--- src/rtl/wb_bus_arbiter.sv ---
// Two-master / one-slave Wishbone arbiter with registered grant, locked ownership and bus timeout.
// Optional feature macro: ARB_ROUND_ROBIN_EN (round-robin tie-break from IDLE; fixed priority otherwise).
module wb_bus_arbiter #(
  parameter int ADDR_WIDTH = 32,
  parameter int DATA_WIDTH = 32,
  parameter int TIMEOUT    = 255
) (
  input  logic                      clk,
  input  logic                      rst,
  input  logic [1:0]                m_cyc,
  input  logic [1:0]                m_stb,
  input  logic [1:0]                m_we,
  input  logic [2*ADDR_WIDTH-1:0]   m_adr,
  input  logic [2*DATA_WIDTH/8-1:0] m_sel,
  input  logic [2*DATA_WIDTH-1:0]   m_dat_w,
  output logic [DATA_WIDTH-1:0]     m_dat_r,
  output logic [1:0]                m_ack,
  output logic [1:0]                m_err,
  output logic                      s_cyc,
  output logic                      s_stb,
  output logic                      s_we,
  output logic [ADDR_WIDTH-1:0]     s_adr,
  output logic [DATA_WIDTH/8-1:0]   s_sel,
  output logic [DATA_WIDTH-1:0]     s_dat_w,
  input  logic [DATA_WIDTH-1:0]     s_dat_r,
  input  logic                      s_ack,
  input  logic                      s_err,
  output logic [1:0]                grant
);

  localparam int SW       = DATA_WIDTH / 8;
  localparam int TW       = (TIMEOUT > 1) ? $clog2(TIMEOUT + 1) : 1;
  localparam int TMO_LAST = (TIMEOUT == 0) ? 0 : TIMEOUT - 1;

  typedef enum logic [1:0] {ST_IDLE, ST_OWN0, ST_OWN1} state_t;

  state_t        state_q, state_d;
  logic [TW-1:0] timer_q, timer_d;
  logic          active;
  logic          own;
  logic          stall;
  logic          tmo;

`ifdef ARB_ROUND_ROBIN_EN
  logic last_q, last_d;
`endif

  always_comb begin
    state_d = state_q;
    case (state_q)
      ST_IDLE: begin
        if (m_cyc[0] && m_cyc[1]) begin
`ifdef ARB_ROUND_ROBIN_EN
          state_d = last_q ? ST_OWN0 : ST_OWN1;
`else
          state_d = ST_OWN0;
`endif
        end else if (m_cyc[0]) begin
          state_d = ST_OWN0;
        end else if (m_cyc[1]) begin
          state_d = ST_OWN1;
        end
      end
      ST_OWN0: if (!m_cyc[0]) state_d = m_cyc[1] ? ST_OWN1 : ST_IDLE;
      ST_OWN1: if (!m_cyc[1]) state_d = m_cyc[0] ? ST_OWN0 : ST_IDLE;
      default: state_d = ST_IDLE;
    endcase
  end

`ifdef ARB_ROUND_ROBIN_EN
  always_comb begin
    last_d = last_q;
    if (state_d == ST_OWN0 && state_q != ST_OWN0) last_d = 1'b0;
    if (state_d == ST_OWN1 && state_q != ST_OWN1) last_d = 1'b1;
  end
`endif

  always_comb begin
    active  = (state_q != ST_IDLE);
    own     = (state_q == ST_OWN1);
    s_cyc   = 1'b0;
    s_stb   = 1'b0;
    s_we    = 1'b0;
    s_adr   = '0;
    s_sel   = '0;
    s_dat_w = '0;
    if (active) begin
      s_cyc   = m_cyc[own];
      s_stb   = m_stb[own];
      s_we    = m_we[own];
      s_adr   = m_adr[int'(own)*ADDR_WIDTH +: ADDR_WIDTH];
      s_sel   = m_sel[int'(own)*SW +: SW];
      s_dat_w = m_dat_w[int'(own)*DATA_WIDTH +: DATA_WIDTH];
    end
  end

  // Ack removes the stall, so a same-cycle ack always beats the timeout.
  always_comb begin
    stall = s_stb && !s_ack && !s_err;
    tmo   = (TIMEOUT != 0) && (timer_q == TW'(TMO_LAST)) && stall;
    m_ack = '0;
    m_err = '0;
    if (active) begin
      m_ack[own] = s_ack;
      m_err[own] = s_err || tmo;
    end
  end

  always_comb begin
    timer_d = timer_q;
    if (!active || state_d != state_q || s_ack || s_err || tmo)
      timer_d = '0;
    else if (stall && timer_q != '1)
      timer_d = timer_q + 1'b1;
  end

  always_ff @(posedge clk or posedge rst) begin
    if (rst) begin
      state_q <= ST_IDLE;
      timer_q <= '0;
    end else begin
      state_q <= state_d;
      timer_q <= timer_d;
    end
  end

`ifdef ARB_ROUND_ROBIN_EN
  always_ff @(posedge clk or posedge rst) begin
    if (rst) last_q <= 1'b1;
    else     last_q <= last_d;
  end
`endif

  assign m_dat_r = s_dat_r;
  assign grant   = {state_q == ST_OWN1, state_q == ST_OWN0};

endmodule

--- config.mk ---
export PLATFORM = sky130hd
export DESIGN_NAME = wb_bus_arbiter
export DESIGN_NICKNAME = d
export VERILOG_FILES = /design/src/rtl/wb_bus_arbiter.sv
export SDC_FILE = /design/constraint.sdc
export NUM_CORES = 1
export LEC_CHECK = 0
export ABC_AREA = 1
export CORE_AREA = 2 2 111 113
export DETAILED_ROUTE_END_ITERATION = 6
export DIE_AREA = 0 0 113 115
export SKIP_LAST_GASP = 1
export SYNTH_ARGS = -nofsm -noshare
export SYNTH_HDL_FRONTEND = slang
export SYNTH_SLANG_ARGS = --single-unit
export TNS_END_PERCENT = 10
--- constraint.sdc ---
create_clock -name clk -period 3 [get_ports clk]
set_input_delay 0.9 -clock clk [delete_from_list [all_inputs] [get_ports clk]]
set_output_delay 0.9 -clock clk [all_outputs]
set_load 0.02 [all_outputs]
[Yosys cells after proc, flatten, opt, wreduce, memory -nomap -nowiden]
Index checks and enable logic that the tools add are counted.
Storage, ports and cells
  bits in registers: 10
  latch bits: 0
  RAM bits: 0
  bits in read-only memories: 0
  input bits: 178
  output and inout port bits: 109
  memories: 0
Operators by class
  add/sub/neg operators: 1
  multiply operators: 0
  divide/modulo/power cells: 0
  order comparisons: 2
  equality and inequality tests: 5
  shifts and indexed selects: 3
  multiplexer cells: 26
  bitwise logic cells: 2
  reduce and logical (&&, ||, !) cells: 17
Operators with widths (count)
  variable part select 64 x 7 -> 32 bit: 2
  2-to-1 mux 32 bit: 2
  2-to-1 mux 2 bit: 8
  2-to-1 mux 8 bit: 2
  2-to-1 mux 1 bit: 11
  adder 8 x 1 -> 8 bit, second input constant: 1
  == test 8 bit, second input constant: 1
  != test 8 bit, second input constant: 1
  variable part select 8 x 4 -> 4 bit: 1
  logical AND 1 bit: 6
  one-hot mux 2 bit (3 select lines): 1
  logical OR 1 bit: 5
  bitwise AND 2 bit: 2
  2-to-1 mux 4 bit: 1
  nonzero test 2 bit: 2
  logical NOT 1 bit: 3
  == test 2 x 1 -> 1 bit, second input constant: 1
  == test 2 bit, second input constant: 1
  logical NOT 2 bit: 1
  less-than comparator 1 x 2 -> 1 bit, second input constant: 1
  != test 2 bit: 1
  demux 1 bit (select 1 bit): 1
  greater-or-equal comparator 1 bit, second input constant: 1

[Depth between registers and ports, before layout]
  depth in word-level cells: 10
  mapped depth: 9

[Least setup slack after synthesis]
OpenSTA, ideal clock, no wires.
  path kind: input-to-output
  from: input port m_stb[1]
  to: output port m_err[0]
  data arrival time: 1.762 ns
  data required time: 2.100 ns
  path slack: 0.338 ns
  stages: 6
  buffers on the path: 0
  path through: nand3_1 > nand2_2 > nand2_1 > nor2_2 > nor2_1 > nor2_1
Between the ends
  cells in the longest elaborated chain, start to end: 9
RTL lines
  start: declaration: line 11  | input logic [1:0] m_stb,
  2-to-1 mux 1 bit (implied by the code) (2 in series): line 89  | s_stb = m_stb[own];
  2-to-1 mux 1 bit: line 87  | if (active) begin
  via s_stb: line 20  | output logic s_stb,
  logical AND 1 bit (2 in series): line 99  | stall = s_stb && !s_ack && !s_err;
  logical AND 1 bit: line 100  | tmo = (TIMEOUT != 0) && (timer_q == TW'(TMO_LAST)) && stall;
  logical OR 1 bit: line 105  | m_err[own] = s_err || tmo;
  bitwise AND 2 bit (no source line)
  2-to-1 mux 2 bit: line 103  | if (active) begin
  end: declaration: line 18  | output logic [1:0] m_err,
The timed path passes the listed nets, and every way through them passes these cells. The select of a mux whose other input is x is not followed.

[Worst setup path after layout]
  from: input port m_dat_w[59]
  to: output port s_dat_w[27]
Between the ends
  cells in the longest elaborated chain, start to end: 2
RTL lines
  start: declaration: line 15  | input logic [2*DATA_WIDTH-1:0] m_dat_w,
  variable part select 64 x 7 -> 32 bit: line 93  | s_dat_w = m_dat_w[int'(own)*DATA_WIDTH +: DATA_WIDTH];
  2-to-1 mux 32 bit: line 87
  end: declaration: line 24  | output logic [DATA_WIDTH-1:0] s_dat_w,
No other way between the ends.

==> impl_metrics.env <==
export IMPL_outcome="finished, violations left"
export IMPL_violations="DRC, setup timing"
export IMPL_reg2reg_slack_ns=1.40
export IMPL_fin_ws_ns=-0.0783
export IMPL_yosysWarnings=0
export IMPL_port_buffers=222
export IMPL_synth_top_family_by_area="compound AO/OA/AOI/OAI gates"
export IMPL_synth_compound_area_share=0.374
export IMPL_powerDensity_mw_per_mm2=317
export IMPL_die_w_um=113
export IMPL_start_kind="input pin"
export IMPL_leakagePower_nw=1.65
export IMPL_clk_latency_ns=0.24
export IMPL_ant_nets=0
export IMPL_slew_viol_final=0
export IMPL_place_congestion=0.835
export IMPL_drive_gt1_frac=0.0894
export IMPL_setup_violations=48
export IMPL_synth_xor_area_share=0
export IMPL_dieHeight_um=115
export IMPL_cp_data_required_time_ns=2.10
export IMPL_r2r_start="state_q[0]"
export IMPL_die_area_mm2=0.0130
export IMPL_ys_ff_latch=10
export IMPL_yosys_area_share_simple=0.217
export IMPL_drt_initial_drc_count=102
export IMPL_post_cts_repair_setup_buffers=0
export IMPL_cts_root_buf="clkbuf_16"
export IMPL_via_per_inst=4.30
export IMPL_hold_class="flip-flop to flip-flop"
export IMPL_peakVddDrop_v=0.000230
export IMPL_cts_max_level=1
export IMPL_reg2reg_to="timer_q[3]"
export IMPL_period_share=1.03
export IMPL_synth_seq_area_share=0.150
export IMPL_maxCapViolCount=0
export IMPL_syn_to_final_growth_pct=137
export IMPL_cts_tree="yes"
export IMPL_core_mm2=0.0118
export IMPL_hold_start="timer_q[0]"
export IMPL_fmax_mhz=325
export IMPL_synthAdderAreaFrac=0.0150
export IMPL_finalHoldViolations=0
export IMPL_worstSetupPathType="input pin to output pin"
export IMPL_syn_nets=415
export IMPL_holdPathStages=3
export IMPL_dp_hpwl_mm=9.63
export IMPL_postLayoutCoreUtil=0.333
export IMPL_gr_usage_all_layers=0.158
export IMPL_clock_sinks=10
export IMPL_netlist_instances=235
export IMPL_vias=2462
export IMPL_clk_pin_slew_ns=0.04
export IMPL_hold_end="timer_q[0]"
export IMPL_grt_max_degree=62
export IMPL_relSlewSlack=0.705
export IMPL_arrival_ns=2.18
export IMPL_routedWlPerCell_um=20.2
export IMPL_cts_buffers=3
export IMPL_r2r_cells=7
export IMPL_grt_pass1_wl_mm=15.5
export IMPL_drc_errors=20
export IMPL_grt_overflow_total=0
export IMPL_finalWirelength_mm=11.6
export IMPL_critPathCaptureType="output pin"
export IMPL_grt_pass1_vias=2458
export IMPL_finClkSkew_ns=0.00374
export IMPL_synthMuxAreaShare=0
export IMPL_cts_hold_buf=0
export IMPL_finalNetCount=606
export IMPL_fin_crit_ns=3.08
export IMPL_antenna_cells=0
export IMPL_worst_pin_slew_ns=0.442
export IMPL_syn_area_mm2=0.00166
export IMPL_start_util=0.141
export IMPL_yosys_cell_types_count=20
export IMPL_clock_path_buffers=2
export IMPL_critPathMaxFanout=1
export IMPL_grt_antenna_before_repair=2
export IMPL_rsz0062_at_grt="yes"
export IMPL_drt_pre_antenna_iters=7
export IMPL_totalNegativeSetupSlack_ns=-1.58
export IMPL_core_rowCount=40
export IMPL_synth_area_per_cell_um2=7.08
export IMPL_ios=287
[state kept, by name, summed over array words and instances (netlist names)]
name     cells
state_q      2
timer_q      8
[layout make-up]
type | instances | area, µm²
sequential | 10 | 251
fill | 1252 | 7880
tap | 147 | 184
clock buffer | 4 | 78.8
inverter | 23 | 86.3
timing repair buffer | 234 | 2320
multi-input combinational | 154 | 1010
[placed cells by master, fill, tap and decap left out]
cell type / synthesis / final
nand3_1: 8 / 8
nor2_1: 24 / 24
a21oi_1: 1 / 1
nor2_4: 1 / 2
nand2_1: 30 / 30
clkbuf_1: 6 / 1
buf_4: 34 / 20
a21oi_2: 1 / 1
dfrtp_1: 10 / 9
clkbuf_16: 0 / 3
dlymetal6s2s_1: 0 / 5
nand3_2: 1 / 1
nor2_2: 3 / 2
o21ai_0: 1 / 1
buf_12: 0 / 3
dfrtp_2: 0 / 1
a22o_1: 69 / 69
nor3_1: 2 / 2
dlygate4sd2_1: 0 / 3
buf_2: 8 / 1
inv_1: 22 / 22
clkdlybuf4s50_1: 0 / 201
ha_1: 2 / 2
inv_2: 1 / 1
nand2_2: 2 / 2
clkbuf_2: 0 / 1
nand4_1: 9 / 9
[kinds of logic after synthesis]
logic type                 count (synthesis)
DFF                                       10
AOI/OAI and AO/OA                         72
and+or+nand+nor                           80
adders and majority gates                  2
buffers and inverters                     71
[through the flow]
step	std cells	total power [W]	hold slack [ns]	instance area [µm²]	setup slack, ns
5_1_grt	572	0.00131	0.571	3940	-0.100
4_1_cts	572	0.00126	0.556	3930	-0.143
2_1_floorplan	235	0.000564	0.502	1660	0.338
3_5_place_dp	568	0.00101	0.548	3860	-0.418
3_3_place_gp	568	0.00101	0.525	3860	-0.410
6_report	572	0.00125	0.552	3940	-0.0783
[where the power goes]
group / switching (W) / leakage, nW / internal, W
combinational: 0.000396 / 1.47 / 0.000464
clock: 0.0000650 / 0.0382 / 0.000178
sequential: 0.00000522 / 0.136 / 0.000139
[metal layers]
| layer | up-vias | share of wire | wire [µm] | track usage |
|---|---|---|---|---|
| met5 | - | 0.0029 | 33 | 0 |
| met4 | 4 | 0.0087 | 101 | 0.0187 |
| met3 | 13 | 0.15 | 1770 | 0.100 |
| li1 | 1189 | - | - | - |
| met1 | 1102 | 0.35 | 4070 | 0.178 |
| met2 | 154 | 0.48 | 5570 | 0.260 |
[critical path, cell delays in order]
cell,delay [ns]
clkdlybuf4s50_1,0.47
a22o_1,0.17
clkdlybuf4s50_1,0.63
[repair_timing]
action,CTS,global route
cloned,0,0
resized for setup,8,7
endpoints found under the setup margin,57,61
[cell usage after synthesis]
cell / number / share of area
inv_2: 1 / 0.0023
ha_1: 2 / 0.015
dfrtp_1: 10 / 0.15
inv_1: 22 / 0.050
buf_4: 34 / 0.15
clkbuf_1: 6 / 0.014
nor2_1: 24 / 0.054
nor2_4: 1 / 0.0068
buf_2: 8 / 0.024
nand3_1: 8 / 0.024
nand2_1: 30 / 0.068
nand3_2: 1 / 0.0060
nor2_2: 3 / 0.011
nor3_1: 2 / 0.0060
nand2_2: 2 / 0.0075
a22o_1: 69 / 0.36
a21oi_2: 1 / 0.0053
a21oi_1: 1 / 0.0030
nand4_1: 9 / 0.034
o21ai_0: 1 / 0.0030
[worst max path at each step]
stage / from / slack (ns) / endpoint / cells past startpoint
2_1_floorplan: m_stb[1] / 0.34 / m_err[0] / 6
3_3_place_gp: m_stb[1] / -0.41 / m_err[0] / 8
3_5_place_dp: m_stb[1] / -0.42 / m_err[0] / 8
4_1_cts: m_stb[1] / -0.14 / m_err[0] / 8
5_1_grt: m_dat_w[14] / -0.10 / s_dat_w[14] / 3
6_report: m_dat_w[59] / -0.08 / s_dat_w[27] / 3
Note: power is estimated with default switching activity, not from simulation.
